### config.mk
export PLATFORM = sky130hd
export DESIGN_NAME = check_pkt_meta_joiner
export DESIGN_NICKNAME = d
export VERILOG_FILES = /design/src/rtl/check_pkt_meta_joiner.sv
export SDC_FILE = /design/constraint.sdc
export NUM_CORES = 1
export LEC_CHECK = 0
export CORE_AREA = 2 2 502 504
export CTS_CLUSTER_DIAMETER = 100
export CTS_CLUSTER_SIZE = 28
export DETAILED_ROUTE_END_ITERATION = 10
export DIE_AREA = 0 0 504 506
export PLACE_DENSITY = 0.32
export SETUP_SLACK_MARGIN = 0.1
export SLEW_MARGIN = 20
export SYNTH_ARGS = -nofsm -noshare
export SYNTH_HDL_FRONTEND = slang
export SYNTH_SLANG_ARGS = --single-unit
### constraint.sdc
create_clock -name Clk -period 27 [get_ports Clk]
set_input_delay 5.4 -clock Clk [delete_from_list [all_inputs] [get_ports Clk]]
set_output_delay 5.4 -clock Clk [all_outputs]
set_load 0.02 [all_outputs]
### src/rtl/check_pkt_meta_joiner.sv
// rtl/check_pkt_meta_joiner.sv - joins packet flits with their metadata word into one stream
// Framing checks (orphan discard, truncation close, error/drop stats) enabled by JOINER_FRAMING_CHECK_EN.
module check_pkt_meta_joiner #(
  parameter int DWIDTH = 512,
  parameter int EWIDTH = 6,
  parameter int MWIDTH = 64
) (
  input  logic              Clk,
  input  logic              Rst,
  input  logic [DWIDTH-1:0] in_pkt_data,
  input  logic              in_pkt_valid,
  input  logic              in_pkt_sop,
  input  logic              in_pkt_eop,
  input  logic [EWIDTH-1:0] in_pkt_empty,
  output logic              in_pkt_ready,
  input  logic [MWIDTH-1:0] in_meta_data,
  input  logic              in_meta_valid,
  output logic              in_meta_ready,
  output logic [DWIDTH-1:0] out_data,
  output logic              out_sop,
  output logic              out_eop,
  output logic [EWIDTH-1:0] out_empty,
  output logic [MWIDTH-1:0] out_meta,
  output logic              out_valid,
  input  logic              out_ready,
  output logic [31:0]       stats_pkt,
  output logic [31:0]       stats_err,
  output logic [31:0]       stats_drop_flit
);

  typedef enum logic [1:0] {IDLE, STREAM, CLOSE} state_t;

  state_t            state_q, state_d;
  logic [DWIDTH-1:0] out_data_q, out_data_d;
  logic              out_sop_q, out_sop_d;
  logic              out_eop_q, out_eop_d;
  logic [EWIDTH-1:0] out_empty_q, out_empty_d;
  logic [MWIDTH-1:0] out_meta_q, out_meta_d;
  logic              out_valid_q, out_valid_d;
  logic              orphan_q, orphan_d;
  logic [31:0]       stats_pkt_q, stats_pkt_d;
  logic [31:0]       stats_err_q, stats_err_d;
  logic [31:0]       stats_drop_q, stats_drop_d;
  logic              ld;
  logic              pkt_rdy, meta_rdy;

  always_comb begin
    ld           = !out_valid_q || out_ready;
    state_d      = state_q;
    pkt_rdy      = 1'b0;
    meta_rdy     = 1'b0;
    out_data_d   = out_data_q;
    out_sop_d    = out_sop_q;
    out_eop_d    = out_eop_q;
    out_empty_d  = out_empty_q;
    out_meta_d   = out_meta_q;
    out_valid_d  = out_valid_q && !out_ready;
    orphan_d     = orphan_q;
    stats_pkt_d  = stats_pkt_q + {31'd0, out_valid_q && out_ready && out_eop_q};
    stats_err_d  = stats_err_q;
    stats_drop_d = stats_drop_q;

    case (state_q)
      IDLE: begin
`ifdef JOINER_FRAMING_CHECK_EN
        if (in_pkt_valid && !in_pkt_sop) begin
          // Orphans are swallowed regardless of output backpressure.
          pkt_rdy      = 1'b1;
          stats_drop_d = stats_drop_q + 32'd1;
          if (!orphan_q) stats_err_d = stats_err_q + 32'd1;
          orphan_d     = 1'b1;
        end else
`endif
        if (in_pkt_valid && in_meta_valid && ld) begin
          pkt_rdy     = 1'b1;
          meta_rdy    = 1'b1;
          orphan_d    = 1'b0;
          out_data_d  = in_pkt_data;
          out_sop_d   = in_pkt_sop;
          out_eop_d   = in_pkt_eop;
          out_empty_d = in_pkt_empty;
          out_meta_d  = in_meta_data;
          out_valid_d = 1'b1;
          if (!in_pkt_eop) state_d = STREAM;
        end
      end
      STREAM: begin
`ifdef JOINER_FRAMING_CHECK_EN
        if (in_pkt_valid && in_pkt_sop) begin
          // Leave the new SOP waiting; CLOSE terminates the current packet first.
          stats_err_d = stats_err_q + 32'd1;
          state_d     = CLOSE;
        end else
`endif
        begin
          pkt_rdy = ld;
          if (in_pkt_valid && ld) begin
            out_data_d  = in_pkt_data;
            out_sop_d   = 1'b0;
            out_eop_d   = in_pkt_eop;
            out_empty_d = in_pkt_empty;
            out_valid_d = 1'b1;
            if (in_pkt_eop) state_d = IDLE;
          end
        end
      end
      CLOSE: begin
        if (ld) begin
          out_data_d  = '0;
          out_sop_d   = 1'b0;
          out_eop_d   = 1'b1;
          out_empty_d = EWIDTH'(DWIDTH/8 - 1);
          out_valid_d = 1'b1;
          state_d     = IDLE;
        end
      end
      default: state_d = IDLE;
    endcase
  end

  always_ff @(posedge Clk or posedge Rst) begin
    if (Rst) begin
      state_q      <= IDLE;
      out_data_q   <= '0;
      out_sop_q    <= 1'b0;
      out_eop_q    <= 1'b0;
      out_empty_q  <= '0;
      out_meta_q   <= '0;
      out_valid_q  <= 1'b0;
      orphan_q     <= 1'b0;
      stats_pkt_q  <= '0;
      stats_err_q  <= '0;
      stats_drop_q <= '0;
    end else begin
      state_q      <= state_d;
      out_data_q   <= out_data_d;
      out_sop_q    <= out_sop_d;
      out_eop_q    <= out_eop_d;
      out_empty_q  <= out_empty_d;
      out_meta_q   <= out_meta_d;
      out_valid_q  <= out_valid_d;
      orphan_q     <= orphan_d;
      stats_pkt_q  <= stats_pkt_d;
      stats_err_q  <= stats_err_d;
      stats_drop_q <= stats_drop_d;
    end
  end

  assign in_pkt_ready    = pkt_rdy;
  assign in_meta_ready   = meta_rdy;
  assign out_data        = out_data_q;
  assign out_sop         = out_sop_q;
  assign out_eop         = out_eop_q;
  assign out_empty       = out_empty_q;
  assign out_meta        = out_meta_q;
  assign out_valid       = out_valid_q;
  assign stats_pkt       = stats_pkt_q;
  assign stats_err       = stats_err_q;
  assign stats_drop_flit = stats_drop_q;

endmodule

==> metrics.md <==
| Metric | Value |
|---|---|
| Status | complete, no violations |
| Num CTS Buffers | 56 |
| Setup TNS | 0 ps |
| First drt pass iteration count | 4 |
| Final Setup Violations | 0 |
| Via count | 17,360 |
| Yosys top cell area share | 0.6531 |
| Commonest non-fill, non-tap cell in the layout | clkdlybuf4s50_1 |
| Most frequent cells in the layout | clkdlybuf4s50_1, dfrtp_1, mux2_2, conb_1, clkbuf_16 |
| Synthesized area | 23,680 sq um |
| Tmin final | 13,600 ps |
| Clock Skew | 67.14 ps |
| Number of distinct library cells after synthesis | 31 |
| Gr ovfl total | 0 |
| Max incr delay on CP | 760 ps |
| Fin. Hold Viols | 0 |
| Worst hold path type | reg -> reg |
| Cells after synthesis | 1,444 |
| Final period utilization | 0.5037 |
| DR vias/cell | 2.857 |
| F_max | 73.54 MHz |
| Chip height | 506 microns |
| Fin. max-slew vios | 0 |
| Clock-pin slew on the worst setup and hold paths | 90 ps |
| Detailed-placement wirelength estimate | 127.2 mm |
| Slowest stage cell, crit path | clkdlybuf4s50_1 |
| Via count of the first global-routing pass | 18,600 |
| Worst path cell trace | clkdlybuf4s50_1, nand2b_1, buf_4, nand3_1, nor2_4, buf_4, clkdlybuf4s50_1 |
| Worst hold margin | 477.0 ps |
| Core area | 250,000 sq um |
| Top Ports | 1,272 |
| Power Density | 85.55 nW/um^2 |
| Die X-Extent | 504 microns |
| WL final | 153.5 mm |
| Worst Path Required | 21,600 ps |
| Dominant cell type by area after synthesis | dfrtp_1 |
| # resized after CTS | 0 |
| Hold buffers post-CTS | 0 |
| Int Pwr | 2.219 mW |
| Layout cell share with drive strength beyond 1 | 0.2660 |
| Final #Nets | 3,252 |
| Largest net degree at the start of global routing | 114 |
| CTS root buffer | clkbuf_16 |
| Post-DR wirelength/cell | 25.27 microns |
| Area Growth Syn to Fin | 76.12% |
| Post-layout util | 0.1668 |
| GPL Wtd Cong | 0.8156 |
| Clock group share of total power | 0.268 |
| Psw | 1.349 mW |
| WS Path Type | in -> out |
| Crit-path max FO | 66 |
| CP arrival | 8200 ps |
| Setup Buffers After CTS | 0 |
| CTS tree | done |
| Routed Antenna Nets | 0 |
| Sink Count | 618 |
| Seq cells post-synth | 618 |
| Maximum vdd drop | 51.12 uV |
| FILL cells | 27,680 |
| Clock buffer depth | 3 |
| Row Count | 184 |
| Initial Util | 0.09471 |
| # H-tree levels | 2 |
| Ranking of synthesized cells by area | dfrtp_1, mux2_2, buf_4 |
| RSZ-0062 raised after global routing | false |
| Yosys warning count | 0 |
| Post-synthesis sequential area ratio | 0.6531 |
| Max-cap violations | 0 |
| Slew headroom | 0.3372 |
| Worst slew pin tran | 994.2 ps |
| Seq pwr share | 0.359 |
| Leak | 16.11 nW |
| Combinational Power Share | 0.373 |
| Buffers on Ports | 1,207 |
| Power Total | 3.568 mW |
| Sw frac | 0.3780 |
| Drt first-iter violations | 538 |
| Total Routing Usage GR | 0.1169 |
| Worst-Skew Late Latency | 750 ps |
| First-pass GRT wire length | 199.1 mm |
| CP Launch Type | input port |
| Endpoint type of the worst setup path | primary output |
| Residual DRC count | 0 |
| Total die area | 255,000 sq um |
| Antenna violations before repair | 90 |
| Syn avg cell area | 16.40 sq um |
critical path: cells and delay by family:
kind | cells | cell delay (ps)
AND/OR/NAND/NOR | 3 | 540
buffers and inverters | 4 | 2240
sequential cells by signal, summed over array words and instances, names as in the netlist:
register and count:
stats_pkt 32, out_empty 6, out_data 512, out_meta 64, state_q 1, out_sop 1, out_eop 1, out_valid 1
stage by stage:
step / cell area (sq um) / worst slack, ps / cells
after floorplan: 23920 / 4295 / 1507
after global placement: 39550 / 13110 / 5950
after detailed placement: 39550 / 13230 / 5950
after CTS: 41650 / 13190 / 6055
after global routing: 41660 / 13150 / 6057
final: 41700 / 13400 / 6075
path summary, 6_finish.rpt:
check                                    from       endpoint  slack, ps  cells past startpoint
worst max-delay path                out_ready  in_meta_ready      13400                      7
worst min-delay path            stats_pkt[31]  stats_pkt[31]        480                      1
worst max register to register      out_valid  out_data[319]      22530                      8
worst min register to register  stats_pkt[31]  stats_pkt[31]        480                      1
max in group asynchronous                 Rst    out_meta[3]      19060                      5
min in group asynchronous                 Rst  out_data[175]       5200                      2
logic make-up (layout without fill, tap and decap cells):
group                      after synthesis  after routing  share of synthesized area
other                                    1             84                  0.0001584
muxes                                  583            583                     0.2773
AOI/OAI and AO/OA                        4              4                   0.001585
adders and majority gates                3              3                   0.001585
and+or+nand+nor                         70             70                    0.01945
buffers and inverters                  135           1335                    0.03577
xor gates and xnor gates                30             30                    0.01110
DFF                                    618            618                     0.6531
cells in the mapped netlist:
library cell / instances
nor4_1: 7
xor2_1: 22
nand4_4: 1
buf_6: 1
nand3_1: 12
o211ai_2: 1
xnor2_1: 8
and4_1: 2
buf_1: 1
nand2b_1: 1
conb_1: 1
nand2_4: 1
nand3_2: 1
and3_1: 5
and2_1: 1
nor4_2: 1
a21boi_0: 1
nor4_4: 3
nand4_1: 8
a32oi_1: 1
inv_1: 3
a22o_1: 1
dfrtp_1: 618
ha_1: 3
mux2_2: 583
nor2_1: 4
nor3_1: 8
buf_4: 68
nand2_1: 13
buf_2: 62
and4_4: 2
cell type report:
class / instances / area, sq um / share of cell area
Tap cell: 3348 / 4189 / 0.1004
Timing Repair Buffer: 1227 / 12260 / 0.2940
Multi-Input combinational cell: 754 / 7620 / 0.1827
Clock buffer: 60 / 1456 / 0.03492
Inverter: 3 / 18.77 / 0.0004500
Antenna cell: 20 / 50.05 / 0.001200
Sequential cell: 618 / 15460 / 0.3708
Clock inverter: 45 / 644.4 / 0.01545
metal layers:
metal | global-route usage | part of all wire
met5 | 0 | 0.0012
met3 | 0.08278 | 0.16
met1 | 0.1317 | 0.38
met4 | 0.02010 | 0.017
met2 | 0.1810 | 0.44
power by group through the flow:
stage / combinational [mW] / clock [mW] / sequential (mW)
final: 1.33 / 0.956 / 1.28
after global routing: 1.43 / 1.05 / 1.31
after CTS: 1.38 / 1.03 / 1.29
after detailed placement: 1.37 / 0 / 1.30
after global placement: 1.38 / 0 / 1.29
after floorplan: 0.283 / 0 / 1.55
No activity file was read; power rests on OpenSTA's default activity.
